[src/rtl/md4_pkg.sv]
`default_nettype none
// ============================================================================
// Module      : md4_pkg
// Description : Shared types, round constants, schedule tables and step
//               functions for the iterative MD4 compression core.
// Revision    : 1.0 - initial release
// ============================================================================
package md4_pkg;

    typedef enum logic [1:0] {
        IDLE = 2'd0,
        RUN  = 2'd1,
        DONE = 2'd2
    } state_t;

    localparam logic [31:0]  c_k_r1       = 32'h0000_0000;
    localparam logic [31:0]  c_k_r2       = 32'h5A82_7999;
    localparam logic [31:0]  c_k_r3       = 32'h6ED9_EBA1;
    localparam logic [127:0] c_default_iv = 128'h10325476_98badcfe_efcdab89_67452301;

    localparam logic [3:0] c_word_idx [0:47] = '{
        4'd0, 4'd1, 4'd2,  4'd3,  4'd4, 4'd5,  4'd6, 4'd7,
        4'd8, 4'd9, 4'd10, 4'd11, 4'd12, 4'd13, 4'd14, 4'd15,
        4'd0, 4'd4, 4'd8,  4'd12, 4'd1, 4'd5,  4'd9, 4'd13,
        4'd2, 4'd6, 4'd10, 4'd14, 4'd3, 4'd7,  4'd11, 4'd15,
        4'd0, 4'd8, 4'd4,  4'd12, 4'd2, 4'd10, 4'd6, 4'd14,
        4'd1, 4'd9, 4'd5,  4'd13, 4'd3, 4'd11, 4'd7, 4'd15
    };

    localparam logic [4:0] c_shift [0:47] = '{
        5'd3, 5'd7, 5'd11, 5'd19, 5'd3, 5'd7, 5'd11, 5'd19,
        5'd3, 5'd7, 5'd11, 5'd19, 5'd3, 5'd7, 5'd11, 5'd19,
        5'd3, 5'd5, 5'd9,  5'd13, 5'd3, 5'd5, 5'd9,  5'd13,
        5'd3, 5'd5, 5'd9,  5'd13, 5'd3, 5'd5, 5'd9,  5'd13,
        5'd3, 5'd9, 5'd11, 5'd15, 5'd3, 5'd9, 5'd11, 5'd15,
        5'd3, 5'd9, 5'd11, 5'd15, 5'd3, 5'd9, 5'd11, 5'd15
    };

    function automatic logic [31:0] f_fn(input logic [31:0] x, input logic [31:0] y,
                                         input logic [31:0] z);
        return (x & y) | (~x & z);
    endfunction

    function automatic logic [31:0] g_fn(input logic [31:0] x, input logic [31:0] y,
                                         input logic [31:0] z);
        return (x & y) | (x & z) | (y & z);
    endfunction

    function automatic logic [31:0] h_fn(input logic [31:0] x, input logic [31:0] y,
                                         input logic [31:0] z);
        return x ^ y ^ z;
    endfunction

    // Only ever called with a constant amount, so it reduces to wiring.
    function automatic logic [31:0] rotl32(input logic [31:0] x, input logic [4:0] s);
        return (x << s) | (x >> (6'd32 - {1'b0, s}));
    endfunction

endpackage
`default_nettype wire

[src/rtl/md4_iter_core_if.sv]
`default_nettype none
// ============================================================================
// Module      : md4_iter_core_if
// Description : Block-in / digest-out valid-ready bundle for md4_iter_core.
// Revision    : 1.0 - initial release
// ============================================================================
interface md4_iter_core_if;
    logic         in_valid;
    logic         in_ready;
    logic [511:0] in_block;
    logic         in_first;
    logic         out_valid;
    logic         out_ready;
    logic [127:0] out_digest;

    modport master (
        output in_valid, in_block, in_first, out_ready,
        input  in_ready, out_valid, out_digest
    );

    modport slave (
        input  in_valid, in_block, in_first, out_ready,
        output in_ready, out_valid, out_digest
    );
endinterface
`default_nettype wire

[src/rtl/md4_step.sv]
`default_nettype none
// ============================================================================
// Module      : md4_step
// Description : One combinational MD4 step; round function, constant and
//               rotation are selected from the step index.
// Revision    : 1.0 - initial release
// ============================================================================
module md4_step
    import md4_pkg::*;
(
    input  wire logic [31:0] i_a,
    input  wire logic [31:0] i_b,
    input  wire logic [31:0] i_c,
    input  wire logic [31:0] i_d,
    input  wire logic [31:0] i_x,
    input  wire logic [5:0]  i_step,
    output logic [31:0]      o_new
);
    logic [31:0] w_fn;
    logic [31:0] w_k;
    logic [31:0] w_sum;
    logic [4:0]  w_shift;

    always_comb begin
        w_fn = f_fn(i_b, i_c, i_d);
        w_k  = c_k_r1;
        if (i_step >= 6'd32) begin
            w_fn = h_fn(i_b, i_c, i_d);
            w_k  = c_k_r3;
        end else if (i_step >= 6'd16) begin
            w_fn = g_fn(i_b, i_c, i_d);
            w_k  = c_k_r2;
        end
        w_sum   = i_a + w_fn + i_x + w_k;
        w_shift = c_shift[i_step];
        // A mux over fixed rotations rather than a barrel shifter.
        o_new = w_sum;
        case (w_shift)
            5'd3:    o_new = rotl32(w_sum, 5'd3);
            5'd5:    o_new = rotl32(w_sum, 5'd5);
            5'd7:    o_new = rotl32(w_sum, 5'd7);
            5'd9:    o_new = rotl32(w_sum, 5'd9);
            5'd11:   o_new = rotl32(w_sum, 5'd11);
            5'd13:   o_new = rotl32(w_sum, 5'd13);
            5'd15:   o_new = rotl32(w_sum, 5'd15);
            5'd19:   o_new = rotl32(w_sum, 5'd19);
            default: o_new = w_sum;
        endcase
    end
endmodule
`default_nettype wire

[src/rtl/md4_iter_core.sv]
`default_nettype none
// ============================================================================
// Module      : md4_iter_core
// Description : Iterative multi-block MD4 compression, STEPS_PER_CYCLE steps
//               per clock. Define MD4_CHAIN_EN to keep the chaining value
//               across blocks; otherwise every block starts from IV.
// Revision    : 1.0 - initial release
// ============================================================================
module md4_iter_core
    import md4_pkg::*;
#(
    parameter int unsigned  STEPS_PER_CYCLE = 1,
    parameter logic [127:0] IV              = c_default_iv
) (
    input  wire logic      clk,
    input  wire logic      rst,
    md4_iter_core_if.slave bus
);
    localparam logic [5:0] c_steps    = 6'(STEPS_PER_CYCLE);
    localparam logic [5:0] c_last_cnt = 6'(48 - STEPS_PER_CYCLE);
    localparam int         c_tail     = int'(STEPS_PER_CYCLE) - 1;

    if (STEPS_PER_CYCLE != 1 && STEPS_PER_CYCLE != 2 && STEPS_PER_CYCLE != 4) begin : g_bad_steps
        $error("md4_iter_core: STEPS_PER_CYCLE must be 1, 2 or 4");
    end

    state_t       r_state;
    state_t       w_next_state;
    logic         w_accept;
    logic         w_finish;
    logic         w_in_ready;
    logic         w_out_valid;
    logic [5:0]   r_cnt;
    logic [511:0] r_block;
    logic [31:0]  r_wa, r_wb, r_wc, r_wd;
    logic [31:0]  w_fa, w_fb, w_fc, w_fd;
    logic [127:0] r_digest;
    logic [127:0] w_digest;
    logic [127:0] w_start_cv;
    logic [127:0] w_chain_cv;

    always_ff @(posedge clk or posedge rst) begin
        if (rst) r_state <= IDLE;
        else     r_state <= w_next_state;
    end

    always_comb begin
        w_next_state = r_state;
        w_accept     = 1'b0;
        w_finish     = 1'b0;
        w_in_ready   = 1'b0;
        w_out_valid  = 1'b0;
        case (r_state)
            IDLE: begin
                w_in_ready = 1'b1;
                if (bus.in_valid) begin
                    w_accept     = 1'b1;
                    w_next_state = RUN;
                end
            end
            RUN: begin
                if (r_cnt == c_last_cnt) begin
                    w_finish     = 1'b1;
                    w_next_state = DONE;
                end
            end
            DONE: begin
                w_out_valid = 1'b1;
                if (bus.out_ready) w_next_state = IDLE;
            end
            default: w_next_state = IDLE;
        endcase
    end

    assign bus.in_ready   = w_in_ready;
    assign bus.out_valid  = w_out_valid;
    assign bus.out_digest = r_digest;

    // Each stage hands (d, new, b, c) on as the next stage's (a, b, c, d).
    for (genvar j = 0; j < STEPS_PER_CYCLE; j++) begin : g_step
        logic [31:0] w_ai, w_bi, w_ci, w_di, w_x, w_new;
        logic [5:0]  w_idx;

        if (j == 0) begin : g_head
            assign w_ai = r_wa;
            assign w_bi = r_wb;
            assign w_ci = r_wc;
            assign w_di = r_wd;
        end else begin : g_link
            assign w_ai = g_step[j-1].w_di;
            assign w_bi = g_step[j-1].w_new;
            assign w_ci = g_step[j-1].w_bi;
            assign w_di = g_step[j-1].w_ci;
        end

        assign w_idx = r_cnt + 6'(j);
        assign w_x   = r_block[32*c_word_idx[w_idx] +: 32];

        md4_step u_step (
            .i_a    (w_ai),
            .i_b    (w_bi),
            .i_c    (w_ci),
            .i_d    (w_di),
            .i_x    (w_x),
            .i_step (w_idx),
            .o_new  (w_new)
        );
    end

    assign w_fa = g_step[c_tail].w_di;
    assign w_fb = g_step[c_tail].w_new;
    assign w_fc = g_step[c_tail].w_bi;
    assign w_fd = g_step[c_tail].w_ci;

    assign w_digest = {w_fd + w_chain_cv[127:96], w_fc + w_chain_cv[95:64],
                       w_fb + w_chain_cv[63:32],  w_fa + w_chain_cv[31:0]};

`ifdef MD4_CHAIN_EN
    logic [127:0] r_chain;

    always_ff @(posedge clk or posedge rst) begin
        if (rst)           r_chain <= IV;
        else if (w_finish) r_chain <= w_digest;
    end

    assign w_start_cv = bus.in_first ? IV : r_chain;
    assign w_chain_cv = r_chain;
`else
    logic w_unused_first;
    assign w_unused_first = bus.in_first;
    assign w_start_cv     = IV;
    assign w_chain_cv     = IV;
`endif

    always_ff @(posedge clk or posedge rst) begin
        if (rst) begin
            r_cnt    <= '0;
            r_block  <= '0;
            r_wa     <= '0;
            r_wb     <= '0;
            r_wc     <= '0;
            r_wd     <= '0;
            r_digest <= '0;
        end else if (w_accept) begin
            r_cnt                    <= '0;
            r_block                  <= bus.in_block;
            {r_wd, r_wc, r_wb, r_wa} <= w_start_cv;
        end else if (r_state == RUN) begin
            r_cnt <= r_cnt + c_steps;
            r_wa  <= w_fa;
            r_wb  <= w_fb;
            r_wc  <= w_fc;
            r_wd  <= w_fd;
            if (w_finish) r_digest <= w_digest;
        end
    end
endmodule
`default_nettype wire
[src/flat_wrapper.sv]
// flat-port wrapper written by rule: the top's interface ports become plain ports
module md4_iter_core_flat import md4_pkg::*;
#(
    parameter int unsigned  STEPS_PER_CYCLE = 1,
    parameter logic [127:0] IV              = c_default_iv
)
  (clk, rst, bus_in_valid, bus_in_block, bus_in_first, bus_out_ready, bus_in_ready, bus_out_valid, bus_out_digest);
  md4_iter_core_if bus_i ();
  input  wire logic clk;
  input  wire logic rst;
  input wire logic [$bits(bus_i.in_valid)-1:0] bus_in_valid;
  input wire logic [$bits(bus_i.in_block)-1:0] bus_in_block;
  input wire logic [$bits(bus_i.in_first)-1:0] bus_in_first;
  input wire logic [$bits(bus_i.out_ready)-1:0] bus_out_ready;
  output wire logic [$bits(bus_i.in_ready)-1:0] bus_in_ready;
  output wire logic [$bits(bus_i.out_valid)-1:0] bus_out_valid;
  output wire logic [$bits(bus_i.out_digest)-1:0] bus_out_digest;
  assign bus_i.in_valid = bus_in_valid;
  assign bus_i.in_block = bus_in_block;
  assign bus_i.in_first = bus_in_first;
  assign bus_i.out_ready = bus_out_ready;
  assign bus_in_ready = bus_i.in_ready;
  assign bus_out_valid = bus_i.out_valid;
  assign bus_out_digest = bus_i.out_digest;
  md4_iter_core #(.STEPS_PER_CYCLE(STEPS_PER_CYCLE), .IV(IV)) u_core (.clk(clk), .rst(rst), .bus(bus_i));
endmodule
[config.mk]
export PLATFORM = sky130hd
export DESIGN_NAME = md4_iter_core_flat
export DESIGN_NICKNAME = d
export VERILOG_FILES = /design/src/rtl/md4_pkg.sv /design/src/rtl/md4_iter_core_if.sv /design/src/rtl/md4_step.sv /design/src/rtl/md4_iter_core.sv /design/src/flat_wrapper.sv
export SDC_FILE = /design/constraint.sdc
export NUM_CORES = 2
export LEC_CHECK = 0
export CAP_MARGIN = 5
export CORE_AREA = 2 2 383 385
export DETAILED_ROUTE_END_ITERATION = 10
export DIE_AREA = 0 0 385 387
export DONT_BUFFER_PORTS = 1
export GPL_ROUTABILITY_DRIVEN = 1
export PLACE_DENSITY = 0.53
export SETUP_SLACK_MARGIN = 0.02
export SYNTH_ARGS = -nofsm -noshare
export SYNTH_HDL_FRONTEND = slang
export SYNTH_SLANG_ARGS = --single-unit
[constraint.sdc]
create_clock -name clk -period 27.1 [get_ports clk]
set_input_delay 5.42 -clock clk [delete_from_list [all_inputs] [get_ports clk]]
set_output_delay 5.42 -clock clk [all_outputs]
set_load 0.03 [all_outputs]
Word-level counts from Yosys, hierarchy flattened. Memory sizes are Yosys's and may differ from the RTL's. Cells that the tools add are included.

Add/sub/neg operators: 8. Order comparisons: 3. Equality and inequality tests: 14. Multiplexer cells: 29. Shift-type cells: 1. Reductions and logical operators: 4. Bitwise operators: 20.

Operators by type and width (number): 512-bit by 10-bit indexed part select with 32-bit output (1); 32-bit two-way mux (11); 32-bit case mux with 8 select lines (1); 32-bit bitwise AND (4); 32-bit adder (3); 32-bit OR (3); 32-bit adder, second input constant (2); 32-bit XOR (2); 32-bit by 29-bit adder with 32-bit output, second input constant (1); 32-bit by 31-bit adder with 32-bit output, second input constant (1); 32-bit inverter (1); 32-bit by 11-bit OR with 32-bit output (1); 32-bit by 13-bit OR with 32-bit output (1); 32-bit by 15-bit OR with 32-bit output (1); 32-bit by 19-bit OR with 32-bit output (1); 32-bit by 3-bit OR with 32-bit output (1); 32-bit by 5-bit OR with 32-bit output (1); 32-bit by 7-bit OR with 32-bit output (1); 32-bit by 9-bit OR with 32-bit output (1); 31-bit two-way mux (1); 5-bit by 4-bit == test with 1-bit output, second input constant (4); 6-bit two-way mux (2); 5-bit by 3-bit == test with 1-bit output, second input constant (2); 5-bit two-way mux (2); 20 further kinds (30).

Flip-flop bits (word level): 776. Memories kept: 2. Output and inout bits: 130. Bits of input ports: 517. ROM bits: 576.

Memory list: (no name shown) (depth 64, width 5, rd ports 1, clocked after memory_dff 0, write ports 0, line md4_step.sv:35) `w_shift = c_shift[i_step];`; (no name shown) (depth 64, width 4, rd ports 1, clocked after memory_dff 0, write ports 0, line md4_iter_core.sv:97) `assign w_x = r_block[32*c_word_idx[w_idx] +: 32];`.

Depth between registers and ports, before layout.
Depth in word-level cells: 12. Gate-level depth with buffers: 32. Depth with buffers taken out: 26.

Hierarchy. Synthesis repeated with hierarchy kept, for this count alone.

Cells, all modules: 4793. Area, all modules: 42114.1 um^2.

Modules (own cells, without submodules): md4_iter_core (instances 1, cells each 3824, area an instance 35048.6 um^2); md4_step (instances 1, cells each 969, area an instance 7065.5 um^2).

Worst setup path before layout. Ideal clock, no wire load.

Path kind: flip-flop to flip-flop. Start: register u_core.r_cnt[5]. End: register u_core.r_digest[62] (netlist: u_core.bus.out_digest[62]). Arrival: 7.996 ns. Setup time: 0.070 ns. Stages on the path, launching flop included: 30. Slack: 19.035 ns. Period minus slack after synthesis: 8.065 ns. Required time: 27.030 ns. Path through: dfrtp_1 buf_4 buf_4 nand2_1 o21ai_0 clkbuf_1 buf_1 buf_1 mux4_2 a211oi_1 a21oi_1 fa_1 ha_1 ha_1 fa_1 a211oi_2 o211ai_1 a311oi_2 nor4_1 nor3_1 a2bb2oi_1 and4_1 nor2_1 ha_1 o221ai_1 a2111o_1 a211oi_2 nor3b_1 or4_1 nand3_1.

Word-level cells in the longest chain between the ends: 10. Elaborated cells between the ends (all ways): 39. Those cells by class: 4 x add/sub; 2 x order compare; 9 x eq/ne; 1 x shift; 11 x mux; 9 x bitwise; 1 x reduce/logical; 2 x memory.

Ends and longest elaborated chain: start, declared (line md4_iter_core.sv:33) `logic [5:0] r_cnt;`; start signal, assigned (line md4_iter_core.sv:149) `r_cnt <= r_cnt + c_steps;`; 6-bit inverter with 7-bit output (implied by the code) (line md4_step.sv:35, md4_iter_core.sv:97); memory read 64 x 4 bit; 4-bit two-way mux (implied by the code) (2 in series) (line md4_iter_core.sv:97); 512-bit by 10-bit indexed part select with 32-bit output (line md4_iter_core.sv:97); 32-bit adder (2 in series) (line md4_step.sv:34) `w_sum = i_a + w_fn + i_x + w_k;`; 32-bit by 19-bit OR with 32-bit output (tied with other cells) (line md4_pkg.sv:56) `return (x << s) | (x >> (6'd32 - {1'b0, s}));`; 32-bit case mux with 8 select lines (line md4_step.sv:38) `case (w_shift)`; 32-bit adder (line md4_iter_core.sv:116) `w_fb + w_chain_cv[63:32], w_fa + w_chain_cv[31:0]};`; end signal, assigned (line md4_iter_core.sv:154) `if (w_finish) r_digest <= w_digest;`; end, declared (line md4_iter_core.sv:37) `logic [127:0] r_digest;`.

Several ways; a longest one is shown, not always the timed one. The select of a mux whose other input is x is not followed. A chain may end at the register's enable or synchronous reset.

Worst setup path after layout.
Start: register u_core.r_cnt[5]. End: register u_core.r_digest[50] (netlist: u_core.bus.out_digest[50]).

Same word-level chain as after synthesis.

==> summary.txt <==
Status
  • Outcome: complete, no violations

Logic synthesis
  • Post-synth EDFFs: 0
  • Syn_nets: 5,526
  • Flops & latches, synth: 776
  • Synth top area cells: dfrtp_1 (45%), nand2_1 (16%), mux4_2 (6.6%), fa_1 (4.0%), o21ai_0 (3.1%)
  • Mapped Area: 0.04315 mm²
  • Post-synth ARST share: 100.0%
  • Yosys warns: 0
  • Gate Count Post-Synth: 4,872
  • Synth top area share: 45.01%
  • Share of the yosys chip area belonging to registers: 45.01%
  • Ys flop type: dfrtp_1
  • Cell taking the most area after synthesis: dfrtp_1
  • Synth unique cells: 97
  • Syn Area/Cell: 8.856 µm²

Global routing
  • First-pass GRT wire length: 241.9 mm
  • Number of global-route vias before repair: 34,950
  • Gr ovfl total: 0
  • Largest net degree at the start of global routing: 196
  • GRT Total Usage: 21.81%
  • Initial antenna violation count: 26

Worst hold path
  • WHS Endpoint: u_core.r_block[459]
  • Hold Path Stages: 2
  • Hold path startpoint: u_core.r_block[459]
  • Worst hold path type: flop to flop

Timing
  • Worst Skew: 0.08754 ns
  • Worst setup margin: 15.90 ns
  • Slew @ Worst Pin: 1.119 ns
  • Peak Freq: 0.08927 GHz
  • Max_slew headroom: 25.15%
  • Final Hold Viols: 0
  • Setup TNS: 0 ns
  • Fin crit share: 41.34%
  • Max Slew Vio Count: 0
  • RSZ-0062 raised after global routing: no
  • Post-route minimum period: 11.20 ns
  • Hold_ws: 0.4657 ns
  • Final setup viols: 0

Finish
  • Final-layout fill cell count: 15,050
  • Layout cells sized above 1: 9.015%
  • Final instance area: 0.04828 mm²
  • P&R area growth vs syn: 11.89%
  • Final nets: 5,360
  • Most common cell after layout, fill and taps aside: nand2_1
  • Most frequent cells in the layout: nand2_1 (1,880), dfrtp_1 (774), o21ai_0 (263)

Clock tree
  • Clk Tree Root Cell: clkbuf_16
  • Worst-Skew Late Latency: 0.75 ns
  • TritonCTS Buffers: 91
  • CTS Sinks: 776
  • CTS tree: built
  • # hold bufs at CTS: 0
  • Post_cts resized: 0
  • Worst-path clk slew: 0.06 ns
  • Setup Buffers After CTS: 0
  • Clock Tree Buf Depth: 3
  • H-Tree Depth: 3

Place
  • Placement Setup Slack: 15.91 ns
  • Final HPWL DP: 121.7 mm
  • Placer Congestion: 0.9177
  • Port Buf Inserts: 0
  • Dpl cell area: 0.04495 mm²

Routing
  • Routed WL: 164.7 mm
  • Wirelength per Cell: 24.53 µm
  • Drt drc: 0
  • Routed Antenna Nets: 0
  • TritonRoute pass-1 iters: 5
  • Mean number of vias per cell: 5.204
  • Total number of vias: 34,940
  • 1st-iter DRT viols: 2,740

Critical path
  • Most used cell, CP: buf_4
  • CP Launch Point: u_core.r_cnt[5]
  • Reg2reg setup slack: 15.90 ns
  • CP Max Fanout: 82
  • Crit path launch type: flop
  • CP Class: flop to flop
  • Slowest CP cell: nor3_2
  • Largest stage delay, worst path: 0.80 ns
  • RR Startpoint: u_core.r_cnt[5]
  • Reg2reg end: u_core.bus.out_digest[50]
  • Worst EP arrival: 11.74 ns
  • R2R depth: 28
  • Crit. End Element: flop
  • WP data required: 27.64 ns

Floorplanning
  • Die area: 0.1490 mm²
  • Die width: 385 µm
  • # IOs: 647
  • Initial Utilization: 29.78%
  • Die H: 387 µm
  • Rows: 140
  • Core Area: 0.1449 mm²

Run
  • Max Cap Viol: 0
## worst max path at each step
stage                                 to  slack (ns)
2_1_floorplan   u_core.bus.out_digest[0]       11.04
3_3_place_gp   u_core.bus.out_digest[50]       16.01
3_5_place_dp   u_core.bus.out_digest[50]       15.91
4_1_cts        u_core.bus.out_digest[50]       15.83
5_1_grt        u_core.bus.out_digest[50]       15.19
6_report       u_core.bus.out_digest[50]       15.90
## flip-flops by register name (all words and copies together), names as in the netlist
name and cells:
u_core.bus.out_digest 128, u_core.g_step.w_ai 32, u_core.g_step.w_bi 32, u_core.g_step.w_ci 32
u_core.g_step.w_di 32, u_core.r_block 512, u_core.r_cnt 6, u_core.r_state 2
## critical path: cells and delay by family, from the launching register on
| kind | cells | cell delay (ns) |
|---|---|---|
| AOI/OAI and AO/OA | 11 | 3.65 |
| xor gates and xnor gates | 1 | 0.21 |
| adders and majority gates | 5 | 1.80 |
| buffers and inverters | 4 | 2.42 |
| DFF | 1 | 0.51 |
| muxes | 2 | 0.54 |
| and+or+nand+nor | 5 | 1.75 |
## synth_stat cells (26+ instances only)
cell type,n
inv_1,89
buf_1,38
o21ai_0,264
fa_1,87
nand2_1,1881
nor2b_1,26
nor2_1,231
a221oi_1,26
mux2i_1,88
nand3_1,49
a21oi_1,191
xnor2_1,71
mux4_2,126
ha_1,50
o31ai_1,29
nor3_1,33
xor2_1,49
clkbuf_1,280
dfrtp_1,776
## final cells by class
class	instances	area, µm²	area share (%)
Multi-Input combinational cell	3670	22170	45.93
Clock buffer	128	2616	5.419
Sequential cell	776	19420	40.23
Antenna cell	16	40.04	0.08294
Tap cell	1917	2399	4.969
Clock inverter	40	669.4	1.387
Timing Repair Buffer	77	615.6	1.275
Inverter	90	341.6	0.7076
## per-layer routing
layer  vias to the layer above  wire length, µm  GRT usage, %
li1                      16080                -             -
met1                     17340            69840         29.07
met2                      1292            75630         34.14
met3                       227            14070         6.007
met4                         6             5120         7.060
met5                         -               41             0
## cell families after synthesis
logic type,Yosys count,synth area share [%]
adder cells (fa/ha/maj),137,5.487
AO/OA/AOI/OAI,816,12.09
XOR/XNOR,120,2.436
multiplexers,236,9.193
flip-flops,776,45.01
AND/OR/NAND/NOR,2361,21.97
buffers and inverters,426,3.819
## stage by stage
| stage | utilization (%) | instances |
|---|---|---|
| 4_1_cts | 33.30 | 6698 |
| 3_3_place_gp | 31.03 | 6530 |
| 2_1_floorplan | - | 4872 |
| 5_1_grt | 33.32 | 6714 |
| 3_5_place_dp | 31.03 | 6530 |
| 6_report | 33.32 | 6714 |
Power is not shown: default switching activity piles up to over one toggle a cycle in this logic, so the estimate is an artifact.
==> RTL edit (same flow settings) <==
Add a define of `MD4_CHAIN_EN`.
--- a/src/rtl/md4_iter_core.sv
+++ b/src/rtl/md4_iter_core.sv
@@ -6,6 +6,8 @@
 //               across blocks; otherwise every block starts from IV.
 // Revision    : 1.0 - initial release
 // ============================================================================
+`define MD4_CHAIN_EN
+
 module md4_iter_core
     import md4_pkg::*;
 #(
Formal check against the unedited RTL: no difference found for any inputs over 4 cycles, from zero or initial values and one cycle with rst high; that may be too few to reach the edited logic, so the function may still have changed.
==> RTL edit against the unedited design <==
Sequential cell count rose by 128; via count up 21%; global-route usage is 4.4 points higher; setup slack gained 230 ps; clock skew fell by 6.8 ps; final area increased by 18%; synthesized area grew 20%; hold slack improved by 2.2 ps; final cell count increased by 15%; synthesized cell count rose by 21%; wire length grew 20%; first-iteration DRC count is 37% higher; critical path type unchanged; critical endpoint is now u_core.bus.out_digest[60]$_DFFE_PP0P_; highest routed layer unchanged.
Power is not shown: default switching activity piles up to over one toggle a cycle in this logic, so the estimate is an artifact.
==> RTL edit: results (changes against the unedited design) <==
R2R cell count 35 (was 28); fraction of area in registers 0.399 (was 0.402); worst-skew pair later-pin latency 790 ps (was 750 ps); WP data arrival 11,660 ps (was 11,740 ps); Max Fanout on Critical Path 93 (was 82); Inverters 157 (was 90); post-synthesis net count 6,694 (was 5,526); largest net degree at the start of global routing 223 (was 196); initial drt markers 3,751 (was 2,740); vias in the first global route 41,264 (was 34,945); Repair and plain buffers 67 (was 77); skew final 80.8 ps (was 87.5 ps); Synth top cells by count 2,295 x nand2_1, 840 x dfrtp_1, 383 x a21oi_1 (was 1,881 x nand2_1, 776 x dfrtp_1, 280 x clkbuf_1); clk_buf instances 155 (was 128); post-synthesis sequential area ratio 0.440 (was 0.450); status finished, final reports clean (unchanged); post-layout minimum cycle time 10,970 ps (was 11,200 ps); layout cells sized above 1 0.0876 (was 0.0901); Hold Path Origin u_core.r_block[272]$_DFFE_PP0P_ (was u_core.r_block[459]$_DFFE_PP0P_); global-route wire length before repair 289 mm (was 242 mm); DP HPWL 148 mm (was 122 mm); register area 0.0227 mm² (was 0.0194 mm²); drt pass-1 iters 6 (was 5); n_diodes 12 (was 16); number of fill cells 14,684 (was 15,046); largest stage delay on the critical path 770 ps (was 800 ps); Worst path slowest cell buf_4 (was nor3_2); mux share of post-synthesis cell area 0.0697 (was 0.0919); dpl ws 16,290 ps (was 15,910 ps); Clock-cell share 0.0622 (was 0.0681)
RTL edit: cell types whose count changed after synthesis, moves of 28 or more:
| cell | change |
|---|---|
| dfrtp_1 | +64 |
| a21o_1 | +94 |
| nor3_1 | +55 |
| ha_1 | +149 |
| dfstp_2 | +64 |
| o21ai_0 | -148 |
| a21oi_1 | +192 |
| mux2i_1 | -39 |
| nand2_1 | +414 |
| inv_1 | +66 |
| o21a_1 | +28 |
| a31oi_1 | +95 |
RTL edit: stage by stage:
step / hold slack [ps] / std cells
final: 468 / 7728
after global routing: 486 / 7726
after CTS: 473 / 7715
after detailed placement: 458 / 7523
after global placement: 453 / 7523
after floorplan: 440 / 5887
RTL edit: layer usage:
layer	track usage	up-vias	wire length, µm
li1	-	19484	-
met1	0.354	20912	84900
met2	0.413	1436	91300
met3	0.0588	258	14600
met4	0.0898	16	7020
met5	0	-	110
RTL edit: cell families after synthesis:
kind of cell	Yosys count
flops	904
compound gates	1046
xor+xnor	132
mux	200
buf+inv	504
simple gates	2811
fa+ha+maj	290
